===== config.mk =====
export PLATFORM = sky130hd
export DESIGN_NAME = mc_ctrl
export DESIGN_NICKNAME = d
export VERILOG_FILES = /design/src/rtl/mc_ctrl.sv
export SDC_FILE = /design/constraint.sdc
export NUM_CORES = 1
export LEC_CHECK = 0
export CORE_MARGIN = 4
export CORE_UTILIZATION = 30
export DETAILED_ROUTE_END_ITERATION = 10
export GPL_ROUTABILITY_DRIVEN = 0
export GPL_TIMING_DRIVEN = 0
export PLACE_DENSITY_LB_ADDON = 0.15
export SYNTH_ARGS = -nofsm -noshare
export SYNTH_HDL_FRONTEND = slang
export SYNTH_SLANG_ARGS = --single-unit

===== constraint.sdc =====
create_clock -name clk -period 4.5 [get_ports clk]
set_input_delay 1.35 -clock clk [delete_from_list [all_inputs] [get_ports clk]]
set_output_delay 1.35 -clock clk [all_outputs]
set_load 0.01 [all_outputs]

===== src/rtl/mc_ctrl.sv =====
// Multi-cycle MIPS control FSM: sequences pc/im/grf/alu/ext/dm over several clocks per instruction.
// Optional MC_CTRL_MEMWAIT_EN adds mem_ready so FETCH, MEM_RD and MEM_WR stall on slow memory.
module mc_ctrl (
    input  logic        clk,
    input  logic        reset,
    input  logic [31:0] instr,
    input  logic        zero,
`ifdef MC_CTRL_MEMWAIT_EN
    input  logic        mem_ready,
`endif
    output logic        pc_we,
    output logic        ir_we,
    output logic [1:0]  npc_sel,
    output logic        reg_we,
    output logic [1:0]  reg_dst,
    output logic [1:0]  wd_sel,
    output logic        alu_src,
    output logic [2:0]  alu_op,
    output logic        ext_op,
    output logic        mem_we,
    output logic        instr_done,
    output logic        illegal,
    output logic [2:0]  state
);

    typedef enum logic [2:0] {
        S_FETCH  = 3'd0,
        S_DECODE = 3'd1,
        S_EXE    = 3'd2,
        S_MEM_RD = 3'd3,
        S_MEM_WR = 3'd4,
        S_WB     = 3'd5,
        S_BRANCH = 3'd6,
        S_JUMP   = 3'd7
    } state_t;

    typedef struct packed {
        logic       pc_we;
        logic       ir_we;
        logic [1:0] npc_sel;
        logic       reg_we;
        logic [1:0] reg_dst;
        logic [1:0] wd_sel;
        logic       alu_src;
        logic [2:0] alu_op;
        logic       ext_op;
        logic       mem_we;
        logic       instr_done;
        logic       illegal;
    } ctl_t;

    localparam logic [2:0] ALU_ADD = 3'd0;
    localparam logic [2:0] ALU_SUB = 3'd1;
    localparam logic [2:0] ALU_OR  = 3'd2;
    localparam logic [2:0] ALU_LUI = 3'd3;

    state_t cur, nxt;
    ctl_t   ctl;
    logic   mem_ok;

`ifdef MC_CTRL_MEMWAIT_EN
    assign mem_ok = mem_ready;
`else
    assign mem_ok = 1'b1;
`endif

    logic [5:0] opc, fn;
    logic is_r, is_nop, is_addu, is_subu, is_ori, is_lui, is_lw, is_sw, is_beq, is_jal, is_jr;

    assign opc     = instr[31:26];
    assign fn      = instr[5:0];
    assign is_nop  = (instr == 32'd0);
    assign is_r    = (opc == 6'b000000);
    assign is_addu = is_r && (fn == 6'b100001);
    assign is_subu = is_r && (fn == 6'b100011);
    assign is_jr   = is_r && (fn == 6'b001000);
    assign is_ori  = (opc == 6'b001101);
    assign is_lui  = (opc == 6'b001111);
    assign is_lw   = (opc == 6'b100011);
    assign is_sw   = (opc == 6'b101011);
    assign is_beq  = (opc == 6'b000100);
    assign is_jal  = (opc == 6'b000011);

    always_ff @(posedge clk or negedge reset) begin
        if (!reset) cur <= S_FETCH;
        else        cur <= nxt;
    end

    always_comb begin
        nxt = cur;
        ctl = '0;
        // ALU controls are held from EXE through MEM/WB so the address/result stays stable
        if (cur == S_EXE || cur == S_MEM_RD || cur == S_MEM_WR || cur == S_WB) begin
            if (is_subu)              ctl.alu_op = ALU_SUB;
            else if (is_ori)          ctl.alu_op = ALU_OR;
            else if (is_lui)          ctl.alu_op = ALU_LUI;
            else                      ctl.alu_op = ALU_ADD;
            ctl.alu_src = is_ori || is_lui || is_lw || is_sw;
            ctl.ext_op  = is_lw || is_sw;
        end
        unique case (cur)
            S_FETCH: begin
                ctl.ir_we = mem_ok;
                ctl.pc_we = mem_ok;
                if (mem_ok) nxt = S_DECODE;
            end
            S_DECODE: begin
                if (is_nop) begin
                    ctl.instr_done = 1'b1;
                    nxt = S_FETCH;
                end else if (is_jal || is_jr) begin
                    nxt = S_JUMP;
                end else if (is_beq) begin
                    nxt = S_BRANCH;
                end else if (is_addu || is_subu || is_ori || is_lui || is_lw || is_sw) begin
                    nxt = S_EXE;
                end else begin
                    ctl.illegal    = 1'b1;
                    ctl.instr_done = 1'b1;
                    nxt = S_FETCH;
                end
            end
            S_EXE: begin
                if (is_lw)      nxt = S_MEM_RD;
                else if (is_sw) nxt = S_MEM_WR;
                else            nxt = S_WB;
            end
            S_MEM_RD: begin
                if (mem_ok) nxt = S_WB;
            end
            S_MEM_WR: begin
                ctl.mem_we = 1'b1;
                if (mem_ok) begin
                    ctl.instr_done = 1'b1;
                    nxt = S_FETCH;
                end
            end
            S_WB: begin
                ctl.reg_we     = 1'b1;
                ctl.reg_dst    = is_r ? 2'd1 : 2'd0;
                ctl.wd_sel     = is_lw ? 2'd1 : 2'd0;
                ctl.instr_done = 1'b1;
                nxt = S_FETCH;
            end
            S_BRANCH: begin
                ctl.alu_op     = ALU_SUB;
                ctl.alu_src    = 1'b0;
                ctl.ext_op     = 1'b1;
                ctl.npc_sel    = 2'd1;
                ctl.pc_we      = zero;
                ctl.instr_done = 1'b1;
                nxt = S_FETCH;
            end
            S_JUMP: begin
                ctl.pc_we = 1'b1;
                if (is_jal) begin
                    ctl.npc_sel = 2'd2;
                    ctl.reg_we  = 1'b1;
                    ctl.reg_dst = 2'd2;
                    ctl.wd_sel  = 2'd2;
                end else begin
                    ctl.npc_sel = 2'd3;
                end
                ctl.instr_done = 1'b1;
                nxt = S_FETCH;
            end
            default: nxt = S_FETCH;
        endcase
    end

    // Gate everything while reset is low so no write can slip through during abort
    assign pc_we      = reset & ctl.pc_we;
    assign ir_we      = reset & ctl.ir_we;
    assign npc_sel    = reset ? ctl.npc_sel : 2'd0;
    assign reg_we     = reset & ctl.reg_we;
    assign reg_dst    = reset ? ctl.reg_dst : 2'd0;
    assign wd_sel     = reset ? ctl.wd_sel : 2'd0;
    assign alu_src    = reset & ctl.alu_src;
    assign alu_op     = reset ? ctl.alu_op : 3'd0;
    assign ext_op     = reset & ctl.ext_op;
    assign mem_we     = reset & ctl.mem_we;
    assign instr_done = reset & ctl.instr_done;
    assign illegal    = reset & ctl.illegal;
    assign state      = reset ? cur : S_FETCH;

endmodule

==> results of run 1 <==
through the flow:
step	cell area [µm²]	cells	worst slack (ns)
after global placement	1141	157	-0.6135
after CTS	1195	163	0.01432
final	1194	162	0.01929
after detailed placement	1141	157	-0.6154
after floorplan	579.3	79	0.4971
after global routing	1194	162	-0.04888
worst reg2reg max path, cell delays in order, from the launching register on:
cell and delay [ns]:
dfrtp_1 0.40, and2b_2 0.24, and2b_2 0.23, o31ai_4 0.07
buf_4 0.16, o32ai_1 0.06
final timing paths:
kind | cells past startpoint | end | from
setup / recovery | 6 | illegal | instr[27]
hold reg to reg | 2 | cur[0] | cur[2]
setup reg to reg | 5 | cur[0] | cur[0]
min in group asynchronous | 1 | cur[1] | reset
hold / removal | 2 | cur[0] | cur[2]
max in group asynchronous | 1 | cur[2] | reset
cell usage in the layout (no fill, tap or decap), types with 2 or more instances in the layout:
| cell type | n |
|---|---|
| clkdlybuf4s50_1 | 41 |
| nand2_1 | 9 |
| nor4_1 | 9 |
| dlygate4sd2_1 | 7 |
| clkbuf_4 | 4 |
| nor3_1 | 4 |
| buf_4 | 4 |
| and2_1 | 3 |
| nand3b_1 | 3 |
| a21oi_1 | 3 |
| dfrtp_1 | 3 |
| or4_4 | 2 |
| and2b_2 | 2 |
| clkbuf_1 | 2 |
| or2_2 | 2 |
| nand4_1 | 2 |
| nor3b_1 | 2 |
| nand2b_1 | 2 |
| o21bai_1 | 2 |
| nand3_1 | 2 |
| o21ai_0 | 2 |
| buf_2 | 2 |
what timing repair did:
action | CTS | global route
pin swaps | 6 | 5
buffers inserted | 2 | 0
gates resized for setup | 22 | 6
endpoints found under the setup margin | 13 | 5
endpoints found under the hold margin | 0 | 0
final cells by class:
class	count	area [µm²]
clock buffer	4	26.28
fill	162	589.3
buffer	5	37.54
inverter	1	3.754
tap	25	31.28
multi-input combinational	69	494.2
timing repair buffer	55	525.5
sequential	3	75.07
per-layer routing:
| metal | track usage | wire length [µm] | vias to the layer above |
|---|---|---|---|
| met4 | 0.06550 | 23 | 0 |
| met3 | 0.03725 | 240 | 5 |
| li1 | - | - | 421 |
| met2 | 0.2929 | 1073 | 55 |
| met1 | 0.1807 | 824 | 382 |
| met5 | 0 | 0 | - |
logic make-up (layout without fill, tap and decap cells):
kind of cell | after synthesis | after routing | synth area share
other | 1 | 1 | 0.006473
buffers and inverters | 7 | 65 | 0.07775
AND/OR/NAND/NOR | 52 | 52 | 0.5659
flip-flops | 3 | 3 | 0.1296
XOR/XNOR | 1 | 1 | 0.01512
AO/OA/AOI/OAI | 15 | 15 | 0.2052
power by group through the flow:
stage,Sequential [µW],Clock (µW),Combinational [µW]
2_1_floorplan,37.4,0,79.6
3_3_place_gp,38.9,0,153
3_5_place_dp,39.1,0,155
4_1_cts,38.7,49.1,158
5_1_grt,39.4,53.0,171
6_report,38.5,48.3,159
==> results_dict.tcl, run 1 <==
set metrics [dict create \
    status "finished, final reports clean" \
    grt_pass1_vias 790 \
    layout.nets 173 \
    p_per_area_nw_per_um2 206.0 \
    worst-r2r-setup-slack_ns 3.22 \
    gr-usage-all-layers 0.1626 \
    drv_cap 0 \
    total_power_uw 245.9 \
    drtIter0Drc 12 \
    synth_cell_types 37 \
    fmax_mhz 223.2 \
    yosysSeqAreaShare 0.1296 \
    hold_path_class "reg -> reg" \
    p_comb_frac 0.647 \
    port-buffer-count 53 \
    synth_area_per_cell_um2 7.333 \
    seqPwrFrac 0.156 \
    finalCriticalPeriod_ns 4.481 \
    fp-row-count 15 \
    grt-ovfl-total 0 \
    period_share 0.9957 \
    grt_max_degree 12 \
    crit_fanout 8 \
    routed_wl_mm 2.161 \
    vias 863 \
    grt_pass1_wl_mm 3.312 \
    worstPathArrival_ns 3.13 \
    area_growth_pct 106.0 \
    die_area_um2 2698 \
    cellLeakagePower_uw 0.0004518 \
    antenna_found_initial 0 \
    fin_skew_ns 0.007768 \
    yosys_register_bits 3 \
    vias_per_cell 5.327 \
    critical_path_buf_inv_count 2 \
    max_stage_delay_ns 0.56 \
    power_frac_clock 0.197 \
    synth_top_area_cell "dfrtp_1" \
    setup_tns_ns 0 \
    clk-insertion-delay-late_ns 0.24 \
    holdWs_ns 0.6342 \
    ys_warn_count 0 \
    io_pins 55 \
    final_util 0.6695 \
    die_width_um 51.95 \
    diodes 0 \
    ys_top_cells_by_area "dfrtp_1 13%, nor4_1 11%, nand2_1 5.8%" \
    htreeDepth 1 \
    crit_chain "dlygate4sd2_1 -> or4_4 -> or3_4 -> o31ai_4 -> nor3b_2 -> buf_2" \
    worstSetupEndpointType "output pin" \
    p_int_uw 156.1 \
    drv_slew 0 \
    layout-drive-gt1-share 0.1971 \
    startpoint_type "input pin" \
    postRouteAntennaNets 0 \
    crit_required_ns 3.15 \
    hold_viol_final 0 \
    synth_flop_cell "dfrtp_1" \
    critical_path_class "in -> out" \
    syn_inst 79 \
    largest_register_ffs 3 \
    ir_worst_vdd_mv 0.1516 \
    tritoncts "yes" \
    initial_core_util 0.3249 \
    numCtsBuffers 3 \
    synth.most_common_cell "nor4_1" \
    clkTransAtPathRegs_ns 0.03 \
    chipHeight_um 51.95 \
    largest_register "cur" \
    cts-root-buf "clkbuf_4" \
    drt-pass1-iter-count 4 \
    cp_top_family "simple AND/OR/NAND/NOR gates" \
    rsz0062_at_grt "yes" \
    dp_hpwl_mm 1.720 \
    post-route-drc-count 0 \
    core_um2 1783 \
    async_reset_ff_frac 1.000 \
    wire_per_inst_um 13.34 \
    synthesis.nets 114 \
    hold_buffers 0 \
    yosys.area.top_type_share 0.1296 \
    setup_viol 0 \
    synth_commonest_cells "10 x nor4_1, 9 x nand2_1, 5 x nor3_1" \
    cts.sinks 3 \
    synth_edf_count 0 \
    reg.largest.list "cur (3)" \
    swShare 0.3654 \
    cts_buffer_depth 2 \
    post_synth_instance_area_um2 579.3 \
    p_sw_uw 89.85 \
    critPathSlowestCell "or4_4" \
]
Power figures use the tool's default switching activity.
==> inputs of run 2 (changes only) <==
Settings changed: TNS_END_PERCENT from default to 20.
==> run 2 against run 1 <==
Global-route usage unchanged. Clock power about the same. Clock skew about the same. Die area unchanged. Sequential share of layout area decreased by 0.059 points. Via count increased by 0.93%. Clock-buffer cell count unchanged. Cell count increased by 0.62%. Routed wire length increased by 0.79%. Flip-flop and latch count unchanged. Critical path type unchanged. Critical endpoint unchanged. Largest power group unchanged. Highest routed layer unchanged.
==> results_dict.tcl, run 2 (synthesized netlist as in run 1, its figures left out) <==
set metrics [dict create \
    status "finished, final reports clean" \
    period_share 0.9954 \
    postRouteAntennaNets 0 \
    tritoncts "yes" \
    drt-pass1-iter-count 4 \
    numCtsBuffers 3 \
    hold_buffers 0 \
    cts.sinks 3 \
    crit_required_ns 3.15 \
    critPathLaunch "instr[27]" \
    reg2reg_depth 5 \
    clk-insertion-delay-late_ns 0.24 \
    hold_end "cur[0]" \
    grt_pass1_vias 790 \
    port-buffer-count 53 \
    drv_cap 0 \
    grt_max_degree 12 \
    finalCriticalPeriod_ns 4.479 \
    holdWs_ns 0.6276 \
    gr-usage-all-layers 0.1626 \
    cellLeakagePower_uw 0.0004529 \
    htreeDepth 1 \
    vias_per_cell 5.344 \
    cts-root-buf "clkbuf_4" \
    layout_common_cells "41 x clkdlybuf4s50_1, 9 x nand2_1, 9 x nor4_1" \
    layout.nets 174 \
    area_growth_pct 108.0 \
    max_stage_delay_ns 0.56 \
    holdCritStartpoint "cur[2]" \
    setup_tns_ns 0 \
    die_width_um 51.95 \
    grt_pass1_wl_mm 3.312 \
    hold_path_class "reg -> reg" \
    setup_viol 0 \
    dp_hpwl_mm 1.720 \
    vias 871 \
    fin_skew_ns 0.007952 \
    p_per_area_nw_per_um2 205.5 \
    core_um2 1783 \
    wire_per_inst_um 13.36 \
    fp-row-count 15 \
    critical_path_class "in -> out" \
    drtIter0Drc 12 \
    ir_worst_vdd_mv 0.1518 \
    reg.largest.list "cur (3)" \
    clkTransAtPathRegs_ns 0.03 \
    fmax_mhz 223.2 \
    crit_chain "dlygate4sd2_1 -> or4_4 -> or3_4 -> o31ai_4 -> nor3b_2 -> buf_2" \
    worst-r2r-setup-slack_ns 3.22 \
    die_area_um2 2698 \
    stdcell_count 163 \
    antenna_found_initial 0 \
    startpoint_type "input pin" \
    r2r-start "cur[0]" \
    hold_viol_final 0 \
    initial_core_util 0.3249 \
    worstPathArrival_ns 3.13 \
    dpl.cell_count 157 \
    largest_register_ffs 3 \
    cts_buffer_depth 2 \
    grt-ovfl-total 0 \
    rsz0062_at_grt "yes" \
    drv_slew 0 \
    layout-drive-gt1-share 0.1957 \
    crit_fanout 8 \
    worstHoldPathCells 2 \
    fill_cells 158 \
    final_common_cell "clkdlybuf4s50_1" \
    io_pins 55 \
    largest_register "cur" \
    critPathSlowestCell "or4_4" \
    chipHeight_um 51.95 \
    worstSetupEndpointType "output pin" \
    r2r-end "cur[0]" \
    routed_wl_mm 2.178 \
    diodes 0 \
    post-route-drc-count 0 \
]
-- run 2: metrics by stage --
step / power [µW] / setup WS, ns / utilization / instance area (µm²)
after floorplan: 117.0 / 0.4971 / - / 579.3
after global placement: 191.4 / -0.6135 / 0.6400 / 1141
after detailed placement: 194.5 / -0.6154 / 0.6400 / 1141
after CTS: 248.1 / -0.02571 / 0.6737 / 1201
after global routing: 265.8 / -0.04888 / 0.6758 / 1205
final: 247.6 / 0.02067 / 0.6758 / 1205
-- run 2: cell type report --
| cell class | instances | area (µm²) | share of cell area |
|---|---|---|---|
| inverter | 1 | 3.754 | 0.003115 |
| multi-input combinational | 69 | 489.2 | 0.4060 |
| timing repair buffer | 56 | 541.8 | 0.4496 |
| buffer | 5 | 37.54 | 0.03115 |
| sequential | 3 | 75.07 | 0.06231 |
| tap | 25 | 31.28 | 0.02596 |
| clock buffer | 4 | 26.28 | 0.02181 |
-- run 2: how the worst max path moves through the flow --
stage                  to  slack [ns]  cells after the start
3_5_place_dp   instr_done       -0.62                      6
5_1_grt           illegal       -0.05                      6
3_3_place_gp   instr_done       -0.61                      6
2_1_floorplan     illegal        0.50                      4
6_report          illegal        0.02                      6
4_1_cts        instr_done       -0.03                      6
-- run 2: per-layer routing --
| metal | vias to the layer above | wire length (µm) | part of all wire | track usage |
|---|---|---|---|---|
| li1 | 421 | - | - | - |
| met1 | 395 | 870 | 0.40 | 0.1807 |
| met2 | 51 | 1068 | 0.49 | 0.2929 |
| met3 | 4 | 219 | 0.10 | 0.03725 |
| met4 | 0 | 19 | 0.0087 | 0.06550 |
| met5 | - | 0 | 0 | 0 |
-- run 2: worst max-delay path, delay by kind of cell --
family / cells / cell delay (ns)
compound gates: 1 / 0.28
simple gates: 3 / 1.03
buf+inv: 2 / 0.46
-- run 2: timing repair --
action,CTS,global route
setup endpoints to repair,13,5
buffers inserted,2,1
pin swaps,4,8
resized for setup,21,7
-- run 2: where the power goes --
part	switching (µW)	internal (µW)	total [µW]
registers	5.35	33.1	38.5
clock network	14.8	33.3	48.1
logic	69.2	92.0	161
==> inputs of run 3 (changes only) <==
Settings changed: DONT_BUFFER_PORTS from default to 1.
==> run 3 against run 2 <==
Clock power increased by 6.9%. Core utilization decreased by 32 points. Via count decreased by 25%. First-iteration DRC count decreased by 17%. Clock skew about the same. Global-route usage decreased by 3.9 points. Cell count decreased by 34%. Combinational power decreased by 42%. Sequential share of layout area increased by 5.6 points. Power decreased by 26%. Setup slack improved by 0.31 ns. Critical path type unchanged. Largest cell class is now multi-input combinational cells.
==> results_dict.tcl, run 3 (synthesized netlist as in run 1, its figures left out) <==
set metrics [dict create \
    status "finished, final reports clean" \
    vias_per_cell 6.037 \
    chipHeight_um 51.95 \
    place_ws_ns 0.3651 \
    drtIter0Drc 10 \
    diodes 0 \
    place_area_um2 610.6 \
    port-buffer-count 0 \
    swShare 0.4092 \
    design_area_um2 636.9 \
    worst_pin_slew_ns 0.5384 \
    drv_cap 0 \
    worstHoldPathCells 2 \
    dp_hpwl_mm 1.402 \
    wire_per_inst_um 15.92 \
    drt-pass1-iter-count 4 \
    numCtsBuffers 3 \
    vias 652 \
    reg2reg_depth 4 \
    crit_fanout 6 \
    worstSetupEndpointType "output pin" \
    reg.largest.list "cur (3)" \
    cts-root-buf "clkbuf_4" \
    core_um2 1783 \
    area_growth_pct 9.935 \
    drv_slew 0 \
    io_pins 55 \
    routed_wl_mm 1.719 \
    layout-drive-gt1-share 0.1928 \
    hold_path_class "reg -> reg" \
    critical_path_class "in -> out" \
    grt_max_degree 12 \
    p_comb_frac 0.511 \
    fin_skew_ns 0.007819 \
    top_layer "met4" \
    largest_register "cur" \
    fmax_mhz 239.7 \
    clkTransAtPathRegs_ns 0.04 \
    fp-row-count 15 \
    cts.sinks 3 \
    post-route-drc-count 0 \
    holdWs_ns 0.6131 \
    fin_ws_ns 0.3284 \
    p_per_area_nw_per_um2 286.9 \
    post_cts_buffers 0 \
    antenna_found_initial 0 \
    crit_required_ns 3.15 \
    initial_core_util 0.3249 \
    slew_headroom 0.6378 \
    period_share 0.9270 \
    finalCriticalPeriod_ns 4.172 \
    met3_length_um 233 \
    rsz0062_at_grt "no" \
    layout_common_cells "10 x nor4_1, 9 x nand2_1, 5 x nor3_1" \
    setup_tns_ns 0 \
    die_area_um2 2698 \
    postRouteAntennaNets 0 \
    total_power_uw 182.7 \
    power_frac_clock 0.281 \
    layout.nets 119 \
    startpoint_type "input pin" \
    wl_met2_um 754 \
    seqPwrFrac 0.208 \
    cts_buffer_depth 2 \
    hold_viol_final 0 \
    met1_length_um 702 \
    grt_pass1_vias 606 \
    ir_worst_vdd_mv 0.1058 \
    cellLeakagePower_uw 0.0002043 \
    gr-usage-all-layers 0.1234 \
    tritoncts "yes" \
    htreeDepth 1 \
    worstPathArrival_ns 2.82 \
    die_width_um 51.95 \
    clk-insertion-delay-late_ns 0.25 \
    largest_register_ffs 3 \
    p_sw_uw 74.77 \
    cts_resized 0 \
    hold_buffers 0 \
    setup_viol 0 \
    grt_pass1_wl_mm 2.490 \
    final_common_cell "nor4_1" \
    grt-ovfl-total 0 \
    p_int_uw 108.0 \
]
==> run 3: changes by cell type in the layout (fill, tap and decap cells not counted), moves of 2 or more <==
cell             previous run  this run
clkdlybuf4s50_1            41         0
clkdlybuf4s15_2             2         0
clkdlybuf4s15_1             2         0
dlygate4sd2_1               5         0
buf_4                       5         2
==> run 3: through the flow <==
stage | util | instances
finish | 0.3572 | 108
global placement | 0.3425 | 104
floorplan | - | 79
CTS | 0.3572 | 108
detailed placement | 0.3425 | 104
global route | 0.3572 | 108
==> run 3: final cells by class <==
| class | instances | area [µm²] |
|---|---|---|
| Fill cell | 204 | 1146 |
| Sequential cell | 3 | 75.07 |
| Multi-Input combinational cell | 69 | 459.2 |
| Tap cell | 25 | 31.28 |
| Inverter | 1 | 3.754 |
| Buffer | 6 | 41.29 |
| Clock buffer | 4 | 26.28 |
==> run 3: routing by layer <==
| layer | track usage | vias up |
|---|---|---|
| li1 | - | 317 |
| met1 | 0.1483 | 294 |
| met2 | 0.1883 | 39 |
| met3 | 0.02292 | 2 |
| met4 | 0.1004 | 0 |
| met5 | 0 | - |
==> run 3: power by group through the flow <==
| stage | combinational [µW] | sequential [µW] | clock, µW |
|---|---|---|---|
| after floorplan | 79.6 | 37.4 | 0 |
| after global placement | 92.5 | 39.1 | 0 |
| after detailed placement | 92.9 | 38.5 | 0 |
| after CTS | 92.9 | 38.2 | 53.4 |
| after global routing | 101 | 39.4 | 54.3 |
| final | 93.4 | 38.0 | 51.4 |
==> run 3: path summary, 6_finish.rpt <==
path | slack (ns) | from | endpoint
worst max-delay path | 0.33 | instr[31] | instr_done
worst min-delay path | 0.61 | cur[2] | cur[0]
worst max register to register | 3.28 | cur[1] | cur[1]
worst min register to register | 0.61 | cur[2] | cur[0]
max in group asynchronous | 3.63 | reset | cur[2]
min in group asynchronous | 0.79 | reset | cur[0]
==> run 3: worst max-delay path, cell delays in order <==
cell      delay [ns]
or4_4           0.54
nor4_1          0.44
a211oi_1        0.17
a31o_2          0.33
